--- src/rtl/data_island_packet_scheduler.sv ---
// Data-island slot arbiter: picks one packet source per slot (ACR, audio,
// AVI/Audio/SPD InfoFrames, or null) and holds its contents for the assembler.
module data_island_packet_scheduler #(
  parameter bit          SEND_AUDIO_INFOFRAME = 1'b1,
  parameter bit          SEND_SPD             = 1'b1,
  parameter int unsigned STARVE_LIMIT         = 4
) (
  input  logic        clk_pixel,
  input  logic        reset,
  input  logic        frame_start,
  input  logic        acr_tick,
  input  logic [23:0] acr_header,
  input  logic [55:0] acr_sub [3:0],
  input  logic        audio_valid,
  output logic        audio_ready,
  input  logic [23:0] audio_header,
  input  logic [55:0] audio_sub [3:0],
  input  logic [23:0] avi_header,
  input  logic [55:0] avi_sub [3:0],
  input  logic [23:0] aif_header,
  input  logic [55:0] aif_sub [3:0],
  input  logic [23:0] spd_header,
  input  logic [55:0] spd_sub [3:0],
  input  logic        slot_req,
  input  logic        pkt_done,
  output logic        pkt_valid,
  output logic [23:0] pkt_header,
  output logic [55:0] pkt_sub [3:0],
  output logic [2:0]  pkt_source,
  output logic [7:0]  acr_drop_count
);
  localparam logic [3:0] LIMIT = 4'(STARVE_LIMIT);

  typedef enum logic {S_IDLE, S_HOLD} state_t;
  typedef enum logic [2:0] {
    SRC_NULL = 3'd0, SRC_ACR = 3'd1, SRC_AUD = 3'd2,
    SRC_AVI  = 3'd3, SRC_AIF = 3'd4, SRC_SPD = 3'd5
  } src_t;

  state_t      r_state, w_state_nxt;
  logic        r_acr_p, r_avi_p, r_aif_p, r_spd_p;
  logic [3:0]  r_starve;
  logic [7:0]  r_drop;
  logic        r_valid;
  logic [23:0] r_header;
  logic [55:0] r_sub [3:0];
  src_t        r_source;

  logic        w_accept, w_if_pend, w_demote;
  src_t        w_sel;
  logic [23:0] w_header;
  logic [55:0] w_sub [3:0];
  logic        w_g_acr, w_g_aud, w_g_avi, w_g_aif, w_g_spd;

  assign w_if_pend = r_avi_p | r_aif_p | r_spd_p;
  // Audio has won LIMIT slots in a row while InfoFrames waited: let them in.
  assign w_demote  = (r_starve == LIMIT);

  assign w_g_acr = w_accept && (w_sel == SRC_ACR);
  assign w_g_aud = w_accept && (w_sel == SRC_AUD);
  assign w_g_avi = w_accept && (w_sel == SRC_AVI);
  assign w_g_aif = w_accept && (w_sel == SRC_AIF);
  assign w_g_spd = w_accept && (w_sel == SRC_SPD);

  assign audio_ready    = w_g_aud && !reset;
  assign pkt_valid      = r_valid;
  assign pkt_header     = r_header;
  assign pkt_sub        = r_sub;
  assign pkt_source     = r_source;
  assign acr_drop_count = r_drop;

  // FSM state register
  always_ff @(posedge clk_pixel) begin
    if (reset) r_state <= S_IDLE;
    else       r_state <= w_state_nxt;
  end

  // Next state, priority selection and source data mux
  always_comb begin
    w_state_nxt = r_state;
    w_accept    = 1'b0;
    w_sel       = SRC_NULL;
    w_header    = '0;
    for (int i = 0; i < 4; i++) w_sub[i] = '0;

    case (r_state)
      S_IDLE: if (slot_req) begin
        w_accept    = 1'b1;
        w_state_nxt = S_HOLD;
      end
      S_HOLD: if (pkt_done) w_state_nxt = S_IDLE;
      default: w_state_nxt = S_IDLE;
    endcase

    // ACR always first; a demoted audio source falls in behind the InfoFrames
    if (r_acr_p)                       w_sel = SRC_ACR;
    else if (audio_valid && !w_demote) w_sel = SRC_AUD;
    else if (r_avi_p)                  w_sel = SRC_AVI;
    else if (r_aif_p)                  w_sel = SRC_AIF;
    else if (r_spd_p)                  w_sel = SRC_SPD;
    else if (audio_valid)              w_sel = SRC_AUD;

    case (w_sel)
      SRC_ACR: begin w_header = acr_header;   w_sub = acr_sub;   end
      SRC_AUD: begin w_header = audio_header; w_sub = audio_sub; end
      SRC_AVI: begin w_header = avi_header;   w_sub = avi_sub;   end
      SRC_AIF: begin w_header = aif_header;   w_sub = aif_sub;   end
      SRC_SPD: begin w_header = spd_header;   w_sub = spd_sub;   end
      default: ;
    endcase
  end

  // Pending obligations: a new event on the grant edge keeps the flag set
  always_ff @(posedge clk_pixel) begin
    if (reset) begin
      r_acr_p <= 1'b0;
      r_avi_p <= 1'b0;
      r_aif_p <= 1'b0;
      r_spd_p <= 1'b0;
    end else begin
      r_acr_p <= acr_tick | (r_acr_p & ~w_g_acr);
      r_avi_p <= frame_start | (r_avi_p & ~w_g_avi);
      r_aif_p <= (frame_start & SEND_AUDIO_INFOFRAME) | (r_aif_p & ~w_g_aif);
      r_spd_p <= (frame_start & SEND_SPD) | (r_spd_p & ~w_g_spd);
    end
  end

  // Saturating count of ACR ticks that overwrote an unsent ACR
  always_ff @(posedge clk_pixel) begin
    if (reset) r_drop <= '0;
    else if (acr_tick && r_acr_p && !w_g_acr && r_drop != 8'hFF)
      r_drop <= r_drop + 8'd1;
  end

  // Audio run counter: only runs that block InfoFrames are counted
  always_ff @(posedge clk_pixel) begin
    if (reset) r_starve <= '0;
    else if (w_accept) begin
      if (w_g_aud && w_if_pend)
        r_starve <= (r_starve == 4'hF) ? r_starve : r_starve + 4'd1;
      else
        r_starve <= '0;
    end
  end

  // Output registers: load on selection, drop valid when the packet is done
  always_ff @(posedge clk_pixel) begin
    if (reset) begin
      r_valid  <= 1'b0;
      r_header <= '0;
      for (int i = 0; i < 4; i++) r_sub[i] <= '0;
      r_source <= SRC_NULL;
    end else if (w_accept) begin
      r_valid  <= 1'b1;
      r_header <= w_header;
      r_sub    <= w_sub;
      r_source <= w_sel;
    end else if (r_state == S_HOLD && pkt_done) begin
      r_valid  <= 1'b0;
    end
  end

endmodule

--- config.mk ---
export PLATFORM = sky130hd
export DESIGN_NAME = data_island_packet_scheduler
export DESIGN_NICKNAME = d
export VERILOG_FILES = /design/src/rtl/data_island_packet_scheduler.sv
export SDC_FILE = /design/constraint.sdc
export NUM_CORES = 1
export LEC_CHECK = 0
export ABC_CLOCK_PERIOD_IN_PS = 1750
export BUFFER_PORTS_ARGS = -buffer_cell sky130_fd_sc_hd__buf_2
export CAP_MARGIN = 20
export CELL_PAD_IN_SITES_DETAIL_PLACEMENT = 1
export CELL_PAD_IN_SITES_GLOBAL_PLACEMENT = 1
export CORE_AREA = 2 2 586 588
export CTS_BUF_LIST = sky130_fd_sc_hd__clkbuf_4 sky130_fd_sc_hd__clkbuf_8 sky130_fd_sc_hd__clkbuf_16
export DETAILED_ROUTE_END_ITERATION = 16
export DIE_AREA = 0 0 588 590
export PLACE_DENSITY = 0.3
export SYNTH_ARGS = -nofsm -noshare
export SYNTH_HDL_FRONTEND = slang
export SYNTH_SLANG_ARGS = --single-unit
--- constraint.sdc ---
create_clock -name clk_pixel -period 1.75 [get_ports clk_pixel]
set_input_delay 0.2625 -clock clk_pixel [delete_from_list [all_inputs] [get_ports clk_pixel]]
set_output_delay 0.2625 -clock clk_pixel [all_outputs]
set_load 0.01 [all_outputs]
==> flow_summary_export.csv <==
group,metric,value,unit
worst_setup_path,cp_slowest_cell,"dfxtp_2",
placement,hpwl,222000,µm
sta,finClkSkew,0.0247,ns
logic_synthesis,netlist_area,16000,µm²
logic_synthesis,synth_seq_cells,269,
finish,syn2layout_area_growth,205,%
flow_run,cap_violations,0,
pwr,vdd_drop_max,740,µV
pwr,power.leakage,19.5,nW
logic_synthesis,ys_types,39,
sta,setup_violations,249,
worst_setup_path,cp-start-kind,"flip-flop",
worst_setup_path,worstPathArrival,2.11,ns
drt,drc,0,
worst_setup_path,crit_required,1.49,ns
placement,dp_cells,7948,
die,ios,1508,
hold_path,holdPathEnd,"pkt_sub[201]",
cts,cts_sinks,269,
grt,grt_pass1_vias,31591,
cts,clockRootBuffer,"clkbuf_16",
grt,grt_most_used_layer,"met2",
drt,viasPerCell,3.28,
die,die-area,347000,µm²
cts,cts_made_buffers,46,
drt,wirelength,272000,µm
finish,nets,5832,
sta,max_freq,421,MHz
logic_synthesis,synth_fp_nets,3089,
cts,clock_latency,0.70,ns
finish,fill_cells,40224,
worst_setup_path,cp-end-kind,"primary output",
grt,met1_usage,0.165,
grt,track_usage,0.144,
logic_synthesis,synth_top_area_frac,0.336,
worst_setup_path,path_cells,"inv_2 > ha_4 > nand3b_4 > a22o_4 > buf_16 > buf_8 > nor3b_4 > buf_2",
worst_setup_path,crit_path_max_fanout,2,
worst_setup_path,cpPeakStageDelay,0.32,ns
finish,final_cell_count_no_fill,9220,
drt,firstDrtPassIters,5,
outcome,status,"finished, violations left",
worst_setup_path,reg2reg_to,"pkt_sub[152]",
logic_synthesis,syn_area_per_cell,8.72,µm²
sta,hold_viol_final,0,
die,die_w,588,µm
pwr,powerDensity,590,nW/µm²
cts,cts_tree,"done",
die,die_h,590,µm
grt,grt_pass1_wl,330000,µm
logic_synthesis,synth_cells,1839,
placement,place_congestion,0.853,
sta,tightest_slew,0.694,ns
grt,grt_max_degree,65,
hold_path,min-delay-start,"avi_sub[201]",
die,fp-row-count,215,
worst_setup_path,path_class,"reg2out",
outcome,violations,"negative setup slack",
hold_path,holdPathStages,3,
drt,drt-initial-drc-count,1693,
die,coreArea,341000,µm²
die,initial_core_util,0.0470,
grt,grtUsageMet3,0.0496,
drt,vias,30232,
sta,min_period_over_period,1.36,
drt,drtAntennaViolNets,0,
cts,htree_levels,2,
finish,drive_gt1_frac,0.525,
hold_path,hold_class,"in2reg",
sta,layout_setup_ws,-0.625,ns
grt,antenna_found_initial,186,
drt,wl_per_cell,29.6,µm
sta,min_period,2.38,ns
grt,grt_util_met2,0.252,
sta,holdWs,0.0143,ns
cts,cts_buffer_depth,3,
logic_synthesis,yosys_warnings,0,
logic_synthesis,synth_area_leaders,"dfxtp_1 34%, a22o_1 14%, a221oi_1 14%",
sta,finalMaxSlewViolations,0,
worst_setup_path,r2r_start,"r_starve[0]",
placement,port_buffers,1507,
worst_setup_path,cp-startpoint,"r_starve[0]",
cts,cts.reportedPaths.clkPinSlew,0.06,ns
logic_synthesis,synth_top_area_cell,"dfxtp_1",
logic_synthesis,ys_seq_area_frac,0.336,
grt,grt_overflow,0,
worst_setup_path,reg2reg_slack,-0.63,ns
worst_setup_path,rr_worst_depth,12,
sta,rsz0062_at_grt,"yes",
sta,relSlewSlack,0.534,
==> worst max-delay path by stage <==
stage | endpoint | depth (start not counted) | slack [ns]
6_report | audio_ready | 8 | -0.63
5_1_grt | audio_ready | 8 | -0.74
4_1_cts | audio_ready | 8 | -0.72
3_5_place_dp | pkt_sub[130] | 6 | -0.78
3_3_place_gp | pkt_sub[130] | 6 | -0.81
2_1_floorplan | pkt_sub[10] | 8 | -0.0009
==> state kept, by name (all words and copies together) (netlist names) <==
register        count
pkt_source          3
acr_drop_count      8
pkt_valid           1
r_spd_p             1
r_starve            4
r_avi_p             1
r_aif_p             1
r_state             1
r_acr_p             1
pkt_header         24
pkt_sub           224
==> power breakdown <==
group | total (W) | internal, W | switching [W] | leakage, nW
sequential | 0.00700 | 0.00655 | 0.000444 | 2.20
clock | 0.00993 | 0.00563 | 0.00430 | 0.756
combinational | 0.0119 | 0.00580 | 0.00614 | 16.5
==> final cells by class <==
type | count | area [µm²] | share of cell area
inverters | 7 | 26.3 | 0.000537
clock buffers | 66 | 1350 | 0.0276
well taps | 4557 | 5700 | 0.117
clock inverters | 13 | 145 | 0.00297
repair buffers | 2923 | 23200 | 0.474
flip-flops and latches | 269 | 5400 | 0.110
diodes | 50 | 125 | 0.00256
multi-input cells | 1335 | 13000 | 0.265
==> cell usage after synthesis <==
cell type,instances
a21oi_1,20
o31ai_1,3
nor3_1,2
a21oi_2,1
clkbuf_2,1
nor2b_1,2
buf_2,68
nand2_1,7
a22o_1,249
a32oi_1,1
and3_1,1
clkbuf_1,141
mux2i_1,1
ha_1,3
a211oi_1,246
o2111ai_1,1
nor3b_1,2
dfxtp_1,269
a221oi_1,248
buf_1,5
o21ai_0,8
nand3b_4,1
or4_1,3
a21bo_2,1
a31o_2,2
a21o_1,1
a211oi_2,3
nand2b_1,4
or3_1,3
nand3_1,6
nor2_1,259
a211o_1,1
a22oi_1,248
xor2_1,1
a2111oi_4,2
nand4_1,3
inv_1,7
buf_4,13
nor4_1,2
==> logic make-up (layout without fill, tap and decap cells) <==
| family | after synthesis | after routing | synth area share |
|---|---|---|---|
| buf+inv | 235 | 3009 | 0.0634 |
| fa+ha+maj | 3 | 3 | 0.00234 |
| simple gates | 295 | 295 | 0.0742 |
| flops | 269 | 269 | 0.336 |
| other cells | 0 | 50 | 0 |
| compound gates | 1035 | 1035 | 0.523 |
| mux | 1 | 1 | 0.000624 |
| xor+xnor | 1 | 1 | 0.000546 |
==> layer usage <==
metal | share of wire | vias to the layer above
met2 | 0.49 | 1567
met5 | 0.0013 | -
met1 | 0.39 | 14909
met3 | 0.081 | 438
li1 | - | 13264
met4 | 0.034 | 54
==> critical path: cells and delay by family (launching register included) <==
kind,cells,cell delay (ns)
flip-flops,1,0.32
AO/OA/AOI/OAI,1,0.27
buffers and inverters,4,0.48
adder cells (fa/ha/maj),1,0.14
AND/OR/NAND/NOR,2,0.21
==> metrics by stage <==
| step | power [W] | TNS, ns | worst slack [ns] | area (µm²) | util |
|---|---|---|---|---|---|
| floorplan | 0.00980 | -0.000882 | -0.000882 | 16200 | - |
| global placement | 0.0149 | -98.92 | -0.811 | 31100 | 0.0912 |
| detailed placement | 0.0149 | -103.98 | -0.777 | 31100 | 0.0912 |
| CTS | 0.0279 | -133.76 | -0.716 | 43800 | 0.128 |
| global route | 0.0303 | -142.39 | -0.736 | 48900 | 0.143 |
| finish | 0.0289 | -117.19 | -0.625 | 48900 | 0.143 |
==> what timing repair did <==
item | 4_1_cts | 5_1_grt
hold buffers | 986 | 20
gates resized for setup | 98 | 666
endpoints found under the hold margin | 254 | 13
pin swaps | 11 | 409
buffers inserted | 34 | 80
endpoints found under the setup margin | 299 | 290
cloned | 22 | 31
==> placed cells by master, fill, tap and decap left out, types with 6 or more instances in the layout <==
cell,count
o21ai_0,8
a221oi_4,88
dlygate4sd3_1,1006
a22oi_2,55
dfxtp_1,259
clkbuf_8,8
buf_16,29
buf_12,84
a211oi_1,132
buf_6,37
buf_8,26
nand2_1,7
a211oi_2,117
a221oi_2,134
a21oi_1,20
a22oi_1,193
a22o_1,248
diode_2,50
buf_4,216
buf_2,1482
clkbuf_16,71
nand3_1,6
nor2_1,259
clkbuf_4,28
a221oi_1,26
dfxtp_2,9
No activity file was read; power rests on OpenSTA's default activity.
